[config.mk]
export PLATFORM = sky130hd
export DESIGN_NAME = vid_fetch
export DESIGN_NICKNAME = d
export VERILOG_FILES = /design/src/rtl/vid_fetch.sv
export SDC_FILE = /design/constraint.sdc
export NUM_CORES = 1
export LEC_CHECK = 0
export CORE_AREA = 3 3 263 265
export CTS_CLUSTER_DIAMETER = 50
export DETAILED_ROUTE_END_ITERATION = 12
export DIE_AREA = 0 0 266 268
export MAX_ROUTING_LAYER = met4
export PLACE_DENSITY_LB_ADDON = 0.25
export SLEW_MARGIN = 10
export SYNTH_ARGS = -nofsm -noshare
export SYNTH_HDL_FRONTEND = slang
export SYNTH_SLANG_ARGS = --single-unit
[constraint.sdc]
create_clock -name clock_i -period 13 [get_ports clock_i]
set_clock_uncertainty 0.1 [all_clocks]
set_input_delay 2.6 -clock clock_i [delete_from_list [all_inputs] [get_ports clock_i]]
set_output_delay 2.6 -clock clock_i [all_outputs]
set_load 0.005 [all_outputs]
[src/rtl/vid_fetch.sv]
// rtl/vid_fetch.sv - framebuffer burst read initiator with FWFT pixel FIFO.
// Optional sticky underrun detection is built when VID_FETCH_UNDERRUN_EN is defined.
module vid_fetch #(
    parameter int WIDTH     = 32,
    parameter int ADDRESS   = 21,
    parameter int BURSTLOG2 = 2,
    parameter int FIFOLOG2  = 4
) (
    input  logic               clock_i,
    input  logic               reset_i,
    input  logic               frame_start_i,
    input  logic [ADDRESS-1:0] base_addr_i,
    input  logic [ADDRESS-1:0] frame_words_i,
    output logic               busy_o,
    output logic               vid_read_o,
    input  logic               vid_rack_i,
    input  logic               vid_ready_i,
    output logic [ADDRESS-1:0] vid_addr_o,
    input  logic [WIDTH-1:0]   vid_data_i,
    input  logic               pix_read_i,
    output logic [WIDTH-1:0]   pix_data_o,
    output logic               pix_empty_o,
    output logic               pix_underrun_o
);

    localparam int BURST = 1 << BURSTLOG2;
    localparam int DEPTH = 1 << FIFOLOG2;
    localparam logic [FIFOLOG2:0]    DEPTH_C   = (FIFOLOG2+1)'(DEPTH);
    localparam logic [FIFOLOG2:0]    BURST_C   = (FIFOLOG2+1)'(BURST);
    localparam logic [FIFOLOG2:0]    ONE_C     = (FIFOLOG2+1)'(1);
    localparam logic [ADDRESS-1:0]   BURST_A   = ADDRESS'(BURST);
    localparam logic [BURSTLOG2-1:0] LAST_BEAT = BURSTLOG2'(BURST-1);
    localparam logic [FIFOLOG2-1:0]  PTR_ONE   = FIFOLOG2'(1);

    typedef enum logic [1:0] {IDLE, REQ, DATA} state_t;

    state_t               state_q, state_d;
    logic [ADDRESS-1:0]   addr_q;
    logic [ADDRESS-1:0]   remaining_q;
    logic [ADDRESS-1:0]   pend_base_q;
    logic [ADDRESS-1:0]   pend_words_q;
    logic                 drain_q;
    logic [BURSTLOG2-1:0] beat_q;

    logic [WIDTH-1:0]     mem [DEPTH];
    logic [FIFOLOG2-1:0]  wr_ptr_q, rd_ptr_q, rd_next;
    logic [FIFOLOG2:0]    count_q;
    logic [WIDTH-1:0]     head_q;

    logic                 load_now, defer, last_beat, fifo_push, fifo_pop;
    logic [ADDRESS-1:0]   words_rnd;

    assign words_rnd = {frame_words_i[ADDRESS-1:BURSTLOG2], {BURSTLOG2{1'b0}}};
    assign rd_next   = rd_ptr_q + PTR_ONE;
    assign fifo_pop  = pix_read_i && (count_q != '0) && !frame_start_i;

    always_ff @(posedge clock_i) begin
        if (reset_i) state_q <= IDLE;
        else         state_q <= state_d;
    end

    // A restart arriving while a request is accepted but not drained is deferred
    // until the old burst's strobes have all been counted.
    always_comb begin
        state_d   = state_q;
        load_now  = 1'b0;
        defer     = 1'b0;
        last_beat = 1'b0;
        fifo_push = 1'b0;
        case (state_q)
            IDLE: begin
                if (frame_start_i)
                    load_now = 1'b1;
                else if (remaining_q >= BURST_A && (DEPTH_C - count_q) >= BURST_C)
                    state_d = REQ;
            end
            REQ: begin
                if (vid_rack_i) begin
                    state_d = DATA;
                    defer   = frame_start_i;
                end else if (frame_start_i) begin
                    state_d  = IDLE;
                    load_now = 1'b1;
                end
            end
            DATA: begin
                if (vid_ready_i) begin
                    fifo_push = !drain_q && !frame_start_i;
                    if (beat_q == LAST_BEAT) begin
                        last_beat = 1'b1;
                        state_d   = IDLE;
                    end
                end
                if (frame_start_i && !last_beat)
                    defer = 1'b1;
            end
            default: state_d = IDLE;
        endcase
    end

    always_ff @(posedge clock_i) begin
        if (reset_i) begin
            addr_q       <= '0;
            remaining_q  <= '0;
            pend_base_q  <= '0;
            pend_words_q <= '0;
            drain_q      <= 1'b0;
            beat_q       <= '0;
        end else begin
            if (frame_start_i) begin
                pend_base_q  <= base_addr_i;
                pend_words_q <= words_rnd;
            end
            if (load_now) begin
                addr_q      <= base_addr_i;
                remaining_q <= words_rnd;
            end
            if (defer)
                drain_q <= 1'b1;
            if (last_beat) begin
                beat_q  <= '0;
                drain_q <= 1'b0;
                if (frame_start_i) begin
                    addr_q      <= base_addr_i;
                    remaining_q <= words_rnd;
                end else if (drain_q) begin
                    addr_q      <= pend_base_q;
                    remaining_q <= pend_words_q;
                end else begin
                    addr_q      <= addr_q + BURST_A;
                    remaining_q <= remaining_q - BURST_A;
                end
            end else if (state_q == DATA && vid_ready_i) begin
                beat_q <= beat_q + 1'b1;
            end
        end
    end

    always_ff @(posedge clock_i) begin
        if (fifo_push)
            mem[wr_ptr_q] <= vid_data_i;
    end

    // head_q always holds the word at rd_ptr_q, so the FIFO is first-word-fall-through.
    always_ff @(posedge clock_i) begin
        if (reset_i) begin
            wr_ptr_q <= '0;
            rd_ptr_q <= '0;
            count_q  <= '0;
            head_q   <= '0;
        end else if (frame_start_i) begin
            wr_ptr_q <= '0;
            rd_ptr_q <= '0;
            count_q  <= '0;
        end else begin
            if (fifo_push)
                wr_ptr_q <= wr_ptr_q + PTR_ONE;
            if (fifo_pop)
                rd_ptr_q <= rd_next;
            case ({fifo_push, fifo_pop})
                2'b10:   count_q <= count_q + ONE_C;
                2'b01:   count_q <= count_q - ONE_C;
                default: count_q <= count_q;
            endcase
            if (fifo_push && (count_q == '0 || (count_q == ONE_C && fifo_pop)))
                head_q <= vid_data_i;
            else if (fifo_pop && count_q > ONE_C)
                head_q <= mem[rd_next];
        end
    end

    assign vid_read_o  = (state_q == REQ);
    assign vid_addr_o  = addr_q;
    assign busy_o      = (remaining_q != '0) || (state_q != IDLE) || drain_q;
    assign pix_data_o  = head_q;
    assign pix_empty_o = (count_q == '0);

`ifdef VID_FETCH_UNDERRUN_EN
    logic underrun_q;

    always_ff @(posedge clock_i) begin
        if (reset_i || frame_start_i)
            underrun_q <= 1'b0;
        else if (pix_read_i && count_q == '0 && busy_o)
            underrun_q <= 1'b1;
    end

    assign pix_underrun_o = underrun_q;
`else
    assign pix_underrun_o = 1'b0;
`endif

endmodule

Word-level counts from Yosys, hierarchy flattened
Memory sizes are Yosys's and may differ from the RTL's.
Cells that the tools add are included.
- register bits: 132
- input port bits: 80
- output and inout port bits: 57
- memory bits (read-only): 0
- bits in latches: 0
- memories: 1
- word-level logic and storage cells: 94
- memory bits (writable): 512
- memories (memory ; words ; width ; rd ports ; clocked after Yosys merged registers in ; wr ports ; line ; source):
    mem ; 16 ; 32 ; 1 ; 0 ; 1 ; 45 ; logic [WIDTH-1:0] mem [DEPTH];
- div/mod/pow operators: 0
- bitwise operators: 1
- equal/unequal tests: 11
- $lt $le $gt $ge: 3
- reduce and logical (&&, ||, !) cells: 27
- multiplexer cells: 32
- shift operators: 0
- $mul: 0
- add/sub/neg operators: 8
- operators with widths (operator ; count):
    21-bit two-way mux ; 8
    32-bit two-way mux ; 2
    21-bit by 3-bit adder with 21-bit output, second input constant ; 1
    21-bit by 3-bit >= comparator with 1-bit output, second input constant ; 1
    21-bit nonzero test ; 1
    21-bit by 3-bit subtractor with 21-bit output, second input constant ; 1
    1-bit two-way mux ; 12
    2-bit two-way mux ; 6
    5-bit one-hot mux with 2 select lines ; 1
    1-bit logical AND ; 9
    4-bit by 1-bit adder with 4-bit output, second input constant ; 2
    2-bit != test, second input constant ; 4
    2-bit nonzero test ; 4
    2-bit equality test, second input constant ; 3
    2-bit one-hot mux with 3 select lines ; 1
    5-bit by 1-bit adder with 5-bit output, second input constant ; 1
    5-bit by 1-bit equality test with 1-bit output, second input constant ; 1
    5-bit by 3-bit >= comparator with 1-bit output, second input constant ; 1
    5-bit by 1-bit greater-than comparator with 1-bit output, second input constant ; 1
    5-bit zero test ; 1
    5-bit AND reduction ; 1
    5-bit nonzero test ; 1
    5-bit by 1-bit subtractor with 5-bit output, second input constant ; 1
    5-bit subtractor, first input constant ; 1
    other kinds (10) ; 17

Depth between registers and ports, before layout
Gate-level depths: netlist (run 1).
- depth after elaboration: 8
- gate-level depth with buffers: 12
- mapped depth without buffers: 12

Least setup slack after synthesis (run 1)
Ideal clock, no wire load.
- path type: input to register
- from: in frame_start_i
- to: mem mem[3][0] (enable)
- data arrival time: 5.664 ns
- cell stages on the path: 5
- slack: 6.775 ns
- cell sequence: and4bb_1 -> buf_2 -> clkbuf_1 -> nand2_1 -> nor3_1
- longest elaborated chain between the ends: 6
- ends and longest elaborated chain (what ; line ; source):
    from (decl) ; 11 ; input logic frame_start_i,
    1-bit zero test ; 88 ; fifo_push = !drain_q && !frame_start_i;
    1-bit logical AND ; 88 ;
    1-bit two-way mux ; 87 ; if (vid_ready_i) begin
    1-bit two-way mux ; 70 ; case (state_q)
    1-bit two-way mux ; 140 ; if (fifo_push)
    1-bit two-way mux (not written as such) ; 141 ; mem[wr_ptr_q] <= vid_data_i;
    to (decl) ; 45 ;
No other way between the ends.

Worst setup path in the final report (run 1)
- from: in frame_start_i
- to: reg head_q[30] (netlist: pix_data_o[30])
- longest elaborated chain between the ends: 7
- ends and longest elaborated chain (what ; line ; source):
    1-bit zero test ; 55, 88 ;
    1-bit logical AND (on tied branches) ; 88, 55 ;
    1-bit two-way mux / 1-bit logical AND (equally long branches) ; 87, 165 ;
    1-bit two-way mux / 1-bit logical OR (equally long branches) ; 70, 165 ;
    1-bit logical AND ; 165 ; if (fifo_push && (count_q == '0 || (count_q == ONE_C && fifo_pop)))
    2-bit nonzero test (no source line) ; n/a ;
    2-bit AND reduction (no source line) ; n/a ;
    to (signal assigned) ; 166 ; head_q <= vid_data_i;
    to (signal assigned) ; 168 ; head_q <= mem[rd_next];
    to (decl) ; 48 ; logic [WIDTH-1:0] head_q;
Parallel ways exist; a longest one is shown, timed or not.
A chain may end at the register's enable or synchronous reset.

==> results of run 1 <==
-- report_power, final --
part / total, mW / leakage [nW] / internal [mW] / switching, mW
Sequential: 2.27 / 5.67 / 2.24 / 0.0317
Clock: 2.13 / 1.24 / 1.26 / 0.868
Combinational: 0.228 / 3.51 / 0.0993 / 0.128
-- how the worst max path moves through the flow --
stage / slack (ps) / end / cells past startpoint / startpoint
after floorplan: 6770 / mem[3][0] / 5 / frame_start_i
after global routing: 7160 / pix_data_o[30] / 10 / frame_start_i
after CTS: 7370 / pix_data_o[30] / 10 / frame_start_i
after detailed placement: 6710 / pix_data_o[30] / 10 / frame_start_i
after global placement: 6710 / pix_data_o[30] / 10 / frame_start_i
final: 7300 / pix_data_o[30] / 10 / frame_start_i
-- per-stage QoR --
step                total power, mW   util  cell area, um^2
floorplan                      2.43      -            26700
global placement               2.54  0.433            29000
detailed placement             2.55  0.433            29000
CTS                            4.68  0.471            31600
global route                   4.79  0.471            31600
finish                         4.63  0.471            31600
-- registers in the layout (all words and copies together), names as in the netlist, 2 cells and up --
signal	cells
pix_data_o	32
remaining_q	19
rd_ptr_q	4
state_q	2
pend_base_q	21
mem	512
wr_ptr_q	4
count_q	5
pend_words_q	19
vid_addr_o	21
beat_q	2
-- cell usage after synthesis, types with 15 or more instances --
library cell	n	area share
edfxtp_1	512	0.58
nand2_1	221	0.031
dfxtp_1	130	0.097
mux4_2	129	0.11
nor2_1	103	0.014
a21oi_1	67	0.013
clkbuf_1	67	0.0094
mux2i_1	50	0.019
a221oi_2	41	0.023
o21ai_0	34	0.0064
o31ai_1	32	0.0090
a221oi_1	21	0.0069
buf_2	21	0.0039
ha_1	19	0.0089
nand3_1	19	0.0036
a211oi_1	15	0.0042
a311oi_1	15	0.0049
xor2_1	15	0.0049
-- routing by layer --
layer	routed length (um)	vias up	share of wire
met4	1390	0	0.021
li1	-	7026	-
met3	4020	105	0.061
met5	0	-	0
met1	29400	8041	0.45
met2	30700	476	0.47
-- area by class of cell --
class | instances | area [um^2] | share of cell area
flip-flops and latches | 642 | 18000 | 0.569
multi-input cells | 941 | 8280 | 0.262
clock inverters | 45 | 470 | 0.0149
inverters | 13 | 48.8 | 0.00154
well taps | 873 | 1090 | 0.0346
clock buffers | 96 | 2100 | 0.0665
diodes | 2 | 5.00 | 0.000158
repair buffers | 172 | 1610 | 0.0511
-- cells by family (layout without fill, tap and decap cells) --
family,count (synthesis),after routing,share of synthesized area
DFF,642,642,0.673
and+or+nand+nor,429,429,0.0722
AOI/OAI and AO/OA,284,284,0.0847
muxes,179,179,0.127
buffers and inverters,131,326,0.0240
xor gates and xnor gates,29,29,0.00979
adders and majority gates,19,19,0.00890
other,1,3,0.000140
-- critical path, stage by stage --
cell,delay (ps)
buf_2,100
buf_4,360
and4bb_2,400
buf_4,580
nand2_1,200
a21boi_4,170
buf_4,470
or2_1,500
buf_4,460
a311oi_1,150
-- cells in the final DEF, fill, tap and decap left out, types with 41 or more instances in the layout --
master,netlist,routed
dfxtp_1,130,129
nand2_1,221,221
clkbuf_16,0,79
a21oi_1,67,67
nor2_1,103,91
edfxtp_1,512,512
a221oi_2,41,41
mux4_2,129,129
clkdlybuf4s50_1,0,131
mux2i_1,50,50
==> run summary, run 1 <==
Die ar. -> 0.0713 mm^2
critical path class -> in2reg
clock root cell -> clkbuf_16
worst r2r src -> state_q[0]
Setup TNS -> 0 ps
clock tree buffer depth -> 3
final hold slack -> 384 ps
worst setup margin -> 7300 ps
Hold Path End -> pend_base_q[11]
Synth Register Bits -> 642
Post-Syn Instances -> 1714
Filler Cell Count -> 5799
met2 GRT Util -> 0.295
CP required -> 13350 ps
hold_buf cts -> 0
post-place setup slack -> 6710 ps
Top FF cell, synth -> edfxtp_1
DR vias -> 15600
max-cap viol count -> 0
num ports -> 137
Initial Util -> 0.399
Final HPWL DP -> 36200 um
peak supply drop -> 0.0957 mV
R2R Setup Slk -> 9220 ps
Synth cell types -> 71
# Post-CTS Setup Buffers -> 0
Leakage -> 10.4 nW
worst rel slew slack -> 0.318
Die Wd -> 266 um
crit path max fanout -> 51
later-pin clock latency in the skew report -> 610 ps
layout cell share with drive strength beyond 1 -> 0.191
minimum clock period -> 5700 ps
Slew @ Worst Pin -> 1020 ps
drt total wl -> 65600 um
Hold Crit Class -> reg2reg
Rows -> 95
met3 Use GR -> 0.0356
RSZ-0062 raised after global routing -> false
sequential-to-total area share from yosys stat -> 0.673
post-route insts no fill -> 2784
Vert. Die Dim -> 268 um
Initial DRC Count -> 1283
syn_area_per_cell -> 15.6 um^2
Peak Freq -> 0.175 GHz
Post-synth EDFFs -> 512
first-pass GRT wire length -> 100000 um
PD cells -> 147 mW/mm^2
Post-Syn Nets -> 1813
TritonCTS clock tree -> built
Total GRT Usage -> 0.191
vias in the first global route -> 15900
H-tree depth -> 3
CTS clk-pin slew, worst paths -> 60 ps
GR Overflow Total -> 0
DRT Pass-1 Iters -> 5
RePlAce Congestion -> 0.780
Post-synth ARST share -> 0
fin nets -> 1946
DR WL/cell -> 23.6 um
Worst Path Arrival -> 6040 ps
status -> complete, no violations
antenna violations before repair -> 1
Crit. End Element -> register
Worst Hold Launch -> pend_base_q[11]
CTS Sinks -> 642
Core Area -> 0.0670 mm^2
final setup vio count -> 0
WHS Path Cells -> 2
grt peak-use layer -> met2
met1 Use GR -> 0.264
Hold Vio Cnt, Final -> 0
Area Growth Syn to Fin -> 18.2%
mapped cell area -> 0.0267 mm^2
Buffers on Ports -> 133
# resized after CTS -> 0
r2r endpoint -> pix_data_o[30]
yosys warns -> 0
period utilization -> 0.438
DR DRC count -> 0
cell count after placement -> 2641
Vias/cell -> 5.62
critical path launch point type -> input pin
Post-DRT Antenna Nets -> 0
path depth of the worst reg2reg path -> 10
TritonCTS buffer count -> 77
Slew Viols, Final -> 0
largest net degree at the start of global routing -> 84
Note: power is estimated with default switching activity, not from simulation.
==> run 2: changes to the inputs <==
clock period = 5.3 ns   (was 13 ns; I/O delays follow)
==> run 2 against run 1 <==
Effect of this change:
- clock-buffer cell count rose by 5
- sequential share of layout area fell by 0.55 points
- critical endpoint is now pix_data_o[25]
- design area rose by 0.97%
- clock power rose to 2.5 times the previous value
- global-route usage rose by 0.072 points
- register-to-register slack got worse by 7800 ps
- wire length rose by 0.93%
- core utilization rose by 0.46 points
- final cell count rose by 0.72%
- via count rose by 1.5%
- total power rose by 150%
==> run summary, run 2 (synthesis gave the netlist of run 1 again) <==
clock root cell -> clkbuf_16
critical path launch point type -> register
Buffers on Ports -> 133
Initial Util -> 0.399
DR WL/cell -> 23.6 um
clock tree buffer depth -> 3
Worst Path Arrival -> 4270 ps
most common cell after layout, fill and taps aside -> edfxtp_1
Die Wd -> 266 um
TritonCTS buffer count -> 79
antenna violations before repair -> 2
Crit. End Element -> register
GR Overflow Total -> 0
WHS Path Cells -> 2
CP required -> 5730 ps
Leakage -> 10.5 nW
Area Growth Syn to Fin -> 19.4%
Slew @ Worst Pin -> 1150 ps
drt total wl -> 66200 um
CTS Sinks -> 642
vias in the first global route -> 16000
R2R Setup Slk -> 1460 ps
DR DRC count -> 0
cell count after placement -> 2656
Vert. Die Dim -> 268 um
H-tree depth -> 3
final setup vio count -> 0
Final HPWL DP -> 39100 um
Hold Path End -> pend_base_q[12]
most frequent cells in the layout -> edfxtp_1, nand2_1, clkdlybuf4s50_1
Slew Viols, Final -> 0
fin nets -> 1963
# resized after CTS -> 0
Die ar. -> 0.0713 mm^2
final hold slack -> 381 ps
TritonCTS clock tree -> built
DR vias -> 15900
max-cap viol count -> 0
Peak Freq -> 0.261 GHz
minimum clock period -> 3840 ps
peak supply drop -> 0.256 mV
hold_buf cts -> 0
RSZ-0062 raised after global routing -> false
critical path class -> reg2reg
num ports -> 137
Post-Place Cell Area -> 0.0292 mm^2
post-route insts no fill -> 2804
number of flip-flops in the largest register -> 512
Filler Cell Count -> 5754
Most flops, register -> mem
status -> complete, no violations
Vias/cell -> 5.66
Setup TNS -> 0 ps
largest net degree at the start of global routing -> 79
period utilization -> 0.724
DRT Pass-1 Iters -> 5
RePlAce Congestion -> 0.781
path depth of the worst reg2reg path -> 6
Rows -> 95
CTS clk-pin slew, worst paths -> 50 ps
PD cells -> 361 mW/mm^2
Critical Path Start -> rd_ptr_q[0]
Hold Vio Cnt, Final -> 0
r2r endpoint -> pix_data_o[25]
layout cell share with drive strength beyond 1 -> 0.198
# Post-CTS Setup Buffers -> 0
worst r2r src -> rd_ptr_q[0]
Core Area -> 0.0670 mm^2
worst rel slew slack -> 0.228
Initial DRC Count -> 1168
later-pin clock latency in the skew report -> 620 ps
crit path max fanout -> 30
final std cell area, no fill -> 0.0319 mm^2
Worst Hold Launch -> pend_base_q[12]
first-pass GRT wire length -> 100000 um
Total GRT Usage -> 0.192
Hold Crit Class -> reg2reg
Post-DRT Antenna Nets -> 0
==> run 2: changes by cell type in the layout (fill, tap and decap cells not counted), moves of 3 or more <==
cell	previous run	this run
buf_12	0	9
buf_4	39	45
clkbuf_1	11	17
clkbuf_8	6	3
clkinv_1	12	8
clkinv_2	8	5
==> run 2: power by group <==
group	internal (mW)	switching, mW	total (mW)
clock	3.23	2.14	5.37
combinational	0.244	0.319	0.564
sequential	5.50	0.0783	5.58
total	8.98	2.53	11.5
==> run 2: layout make-up <==
cell class | instances | area (um^2) | area share
sequential | 642 | 18000 | 0.564
clock inverter | 43 | 515 | 0.0162
tap | 873 | 1090 | 0.0342
clock buffer | 101 | 2130 | 0.0668
antenna | 4 | 10.0 | 0.000314
timing repair buffer | 187 | 1840 | 0.0577
multi-input combinational | 941 | 8280 | 0.260
inverter | 13 | 48.8 | 0.00153
==> run 2: worst max path at each step <==
stage | end | slack, ps | cells past startpoint
after detailed placement | mem[8][16] | 1130 | 5
after global placement | mem[8][16] | 1150 | 5
after floorplan | mem[3][0] | 610 | 5
after global routing | pix_data_o[26] | 1230 | 6
after CTS | pix_data_o[25] | 1460 | 6
final | pix_data_o[25] | 1460 | 6
==> run 2: per-layer routing <==
layer,GRT usage,vias to the layer above,part of all wire
met1,0.265,8210,0.45
met4,0.0544,0,0.024
met5,-,-,0
met2,0.296,484,0.47
met3,0.0339,111,0.056
li1,-,7075,-
==> run 2: critical path, cell delays in order (launching register included) <==
cell      delay (ps)
dfxtp_4          760
nand3_1          350
xnor2_4          790
a21boi_4        1020
buf_4            430
a221oi_2          90
a21oi_1          180
==> run 2: metrics by stage <==
stage                     worst slack (ps)   util  power [mW]
after detailed placement              1130  0.436        6.25
after CTS                             1460  0.476        11.6
final                                 1460  0.476        11.5
after global placement                1150  0.436        6.23
after floorplan                        615      -        5.97
after global routing                  1230  0.476        11.9
==> run 3: changes to the inputs <==
clock period = 3.3 ns   (was 5.3 ns; I/O delays follow)
==> run 3 against run 2 <==
Effect of this change:
- design area increased by 0.60%
- total power is 55% higher
- setup slack lost 1300 ps
- register-to-register slack got worse by 1000 ps
- combinational power grew 64%
- die area unchanged
- core utilization increased by 0.29 points
- clock-buffer cell count rose by 2
- sequential power increased by 61%
- global-route usage down 0.18 points
- final cell count is 0.46% higher
- critical endpoint is now pix_empty_o
- largest cell class unchanged
==> run summary, run 3 (synthesis gave the netlist of run 1 again) <==
status -> complete, no violations
PD cells -> 558 mW/mm^2
largest net degree at the start of global routing -> 64
most common cell after layout, fill and taps aside -> edfxtp_1
crit path max fanout -> 7
RSZ-0062 raised after global routing -> false
Area Growth Syn to Fin -> 20.1%
Peak Freq -> 0.318 GHz
fin nets -> 1982
Filler Cell Count -> 5768
R2R Setup Slk -> 420 ps
number of flip-flops in the largest register -> 512
final setup vio count -> 0
DR DRC count -> 0
CTS Sinks -> 642
final std cell area, no fill -> 0.0321 mm^2
Vert. Die Dim -> 268 um
peak supply drop -> 0.363 mV
layout cell share with drive strength beyond 1 -> 0.203
path depth of the worst reg2reg path -> 10
Slew Viols, Final -> 0
cells along the critical path -> inv_1, ha_1, and2_1, ha_1, buf_4, clkdlybuf4s50_1
CTS clk-pin slew, worst paths -> 60 ps
Buffers on Ports -> 133
Most Frequent Cell on Critical Path -> ha_1
GR Overflow Total -> 0
critical path launch point type -> register
worst setup margin -> 157 ps
Rows -> 95
Vias/cell -> 5.58
Setup TNS -> 0 ps
critical path class -> reg2out
num ports -> 137
Initial DRC Count -> 1217
Final HPWL DP -> 38400 um
Post-Place Cell Area -> 0.0296 mm^2
Leakage -> 10.6 nW
Hold Vio Cnt, Final -> 0
clock tree buffer depth -> 3
drt total wl -> 65500 um
post-route insts no fill -> 2817
Post-DRT Antenna Nets -> 0
Slowest cell on crit path -> clkdlybuf4s50_1
vias in the first global route -> 16200
worst rel slew slack -> 0.469
Die ar. -> 0.0713 mm^2
minimum clock period -> 3140 ps
period utilization -> 0.952
Crit. End Element -> primary output
TritonCTS buffer count -> 74
clock root cell -> clkbuf_16
buffers and inverters on the worst path -> 3
RePlAce Congestion -> 0.815
DRT Pass-1 Iters -> 5
r2r endpoint -> pix_data_o[21]
CP required -> 2540 ps
antenna violations before repair -> 2
Hold Path End -> pend_base_q[14]
Slew @ Worst Pin -> 789 ps
Core Area -> 0.0670 mm^2
Worst Path Arrival -> 2380 ps
Die Wd -> 266 um
Worst Hold Launch -> reset_i
DR WL/cell -> 23.2 um
WHS Path Cells -> 2
worst r2r src -> count_q[1]
Hold Crit Class -> in2reg
cell family with most CP delay -> buffers and inverters
post-place setup slack -> 30.6 ps
CP max stage delay -> 470 ps
Initial Util -> 0.399
H-tree depth -> 3
cell count after placement -> 2677
first-pass GRT wire length -> 99700 um
most frequent cells in the layout -> edfxtp_1, nand2_1, clkdlybuf4s50_1
Most flops, register -> mem
later-pin clock latency in the skew report -> 600 ps
DR vias -> 15700
TritonCTS clock tree -> built
max-cap viol count -> 0
Total GRT Usage -> 0.190
## run 3: worst register-to-register path: stages, from the launching register on
cell	delay [ps]
dfxtp_1	430
inv_1	130
ha_1	260
and2_1	160
ha_1	190
a41o_2	280
buf_12	200
and2_2	280
buf_12	180
a221oi_2	420
a21oi_1	120
## run 3: through the flow
step	hold slack, ps	power [mW]	utilization
global placement	367	10.0	0.442
floorplan	351	9.59	-
global route	211	18.5	0.479
finish	216	17.9	0.479
CTS	191	18.1	0.478
detailed placement	378	10.1	0.442
## run 3: final cells by class
type | instances | area (um^2) | area share
multi-input combinational | 941 | 8300 | 0.259
clock buffer | 103 | 2080 | 0.0650
sequential | 642 | 18000 | 0.560
clock inverter | 33 | 318 | 0.00990
timing repair buffer | 211 | 2260 | 0.0703
inverter | 13 | 48.8 | 0.00152
antenna | 1 | 2.50 | 0.0000780
tap | 873 | 1090 | 0.0340
## run 3: how the worst max path moves through the flow
| stage | to | startpoint | cells after the start |
|---|---|---|---|
| 2_1_floorplan | mem[15][0] | frame_start_i | 5 |
| 3_3_place_gp | pix_data_o[17] | pix_read_i | 7 |
| 3_5_place_dp | pix_data_o[16] | pix_read_i | 7 |
| 4_1_cts | pix_empty_o | count_q[1] | 6 |
| 5_1_grt | pix_empty_o | count_q[1] | 6 |
| 6_report | pix_empty_o | count_q[1] | 6 |
## run 3: where the power goes
group	switching [mW]	leakage (nW)	total [mW]	internal, mW
Clock	3.19	1.18	8.01	4.83
Combinational	0.517	3.77	0.924	0.407
Sequential	0.123	5.67	8.96	8.84
## run 3: repair_timing
item	in CTS	in global routing
setup endpoints to repair	0	3
buffers inserted	0	3
resized for setup	0	0
hold buffers	0	0
## run 3: metal layers
layer,wire length (um),track usage,vias up
li1,-,-,7094
met1,28500,0.247,8126
met2,32600,0.317,431
met3,3380,0.0299,69
met4,972,0.0459,0
met5,0,-,-
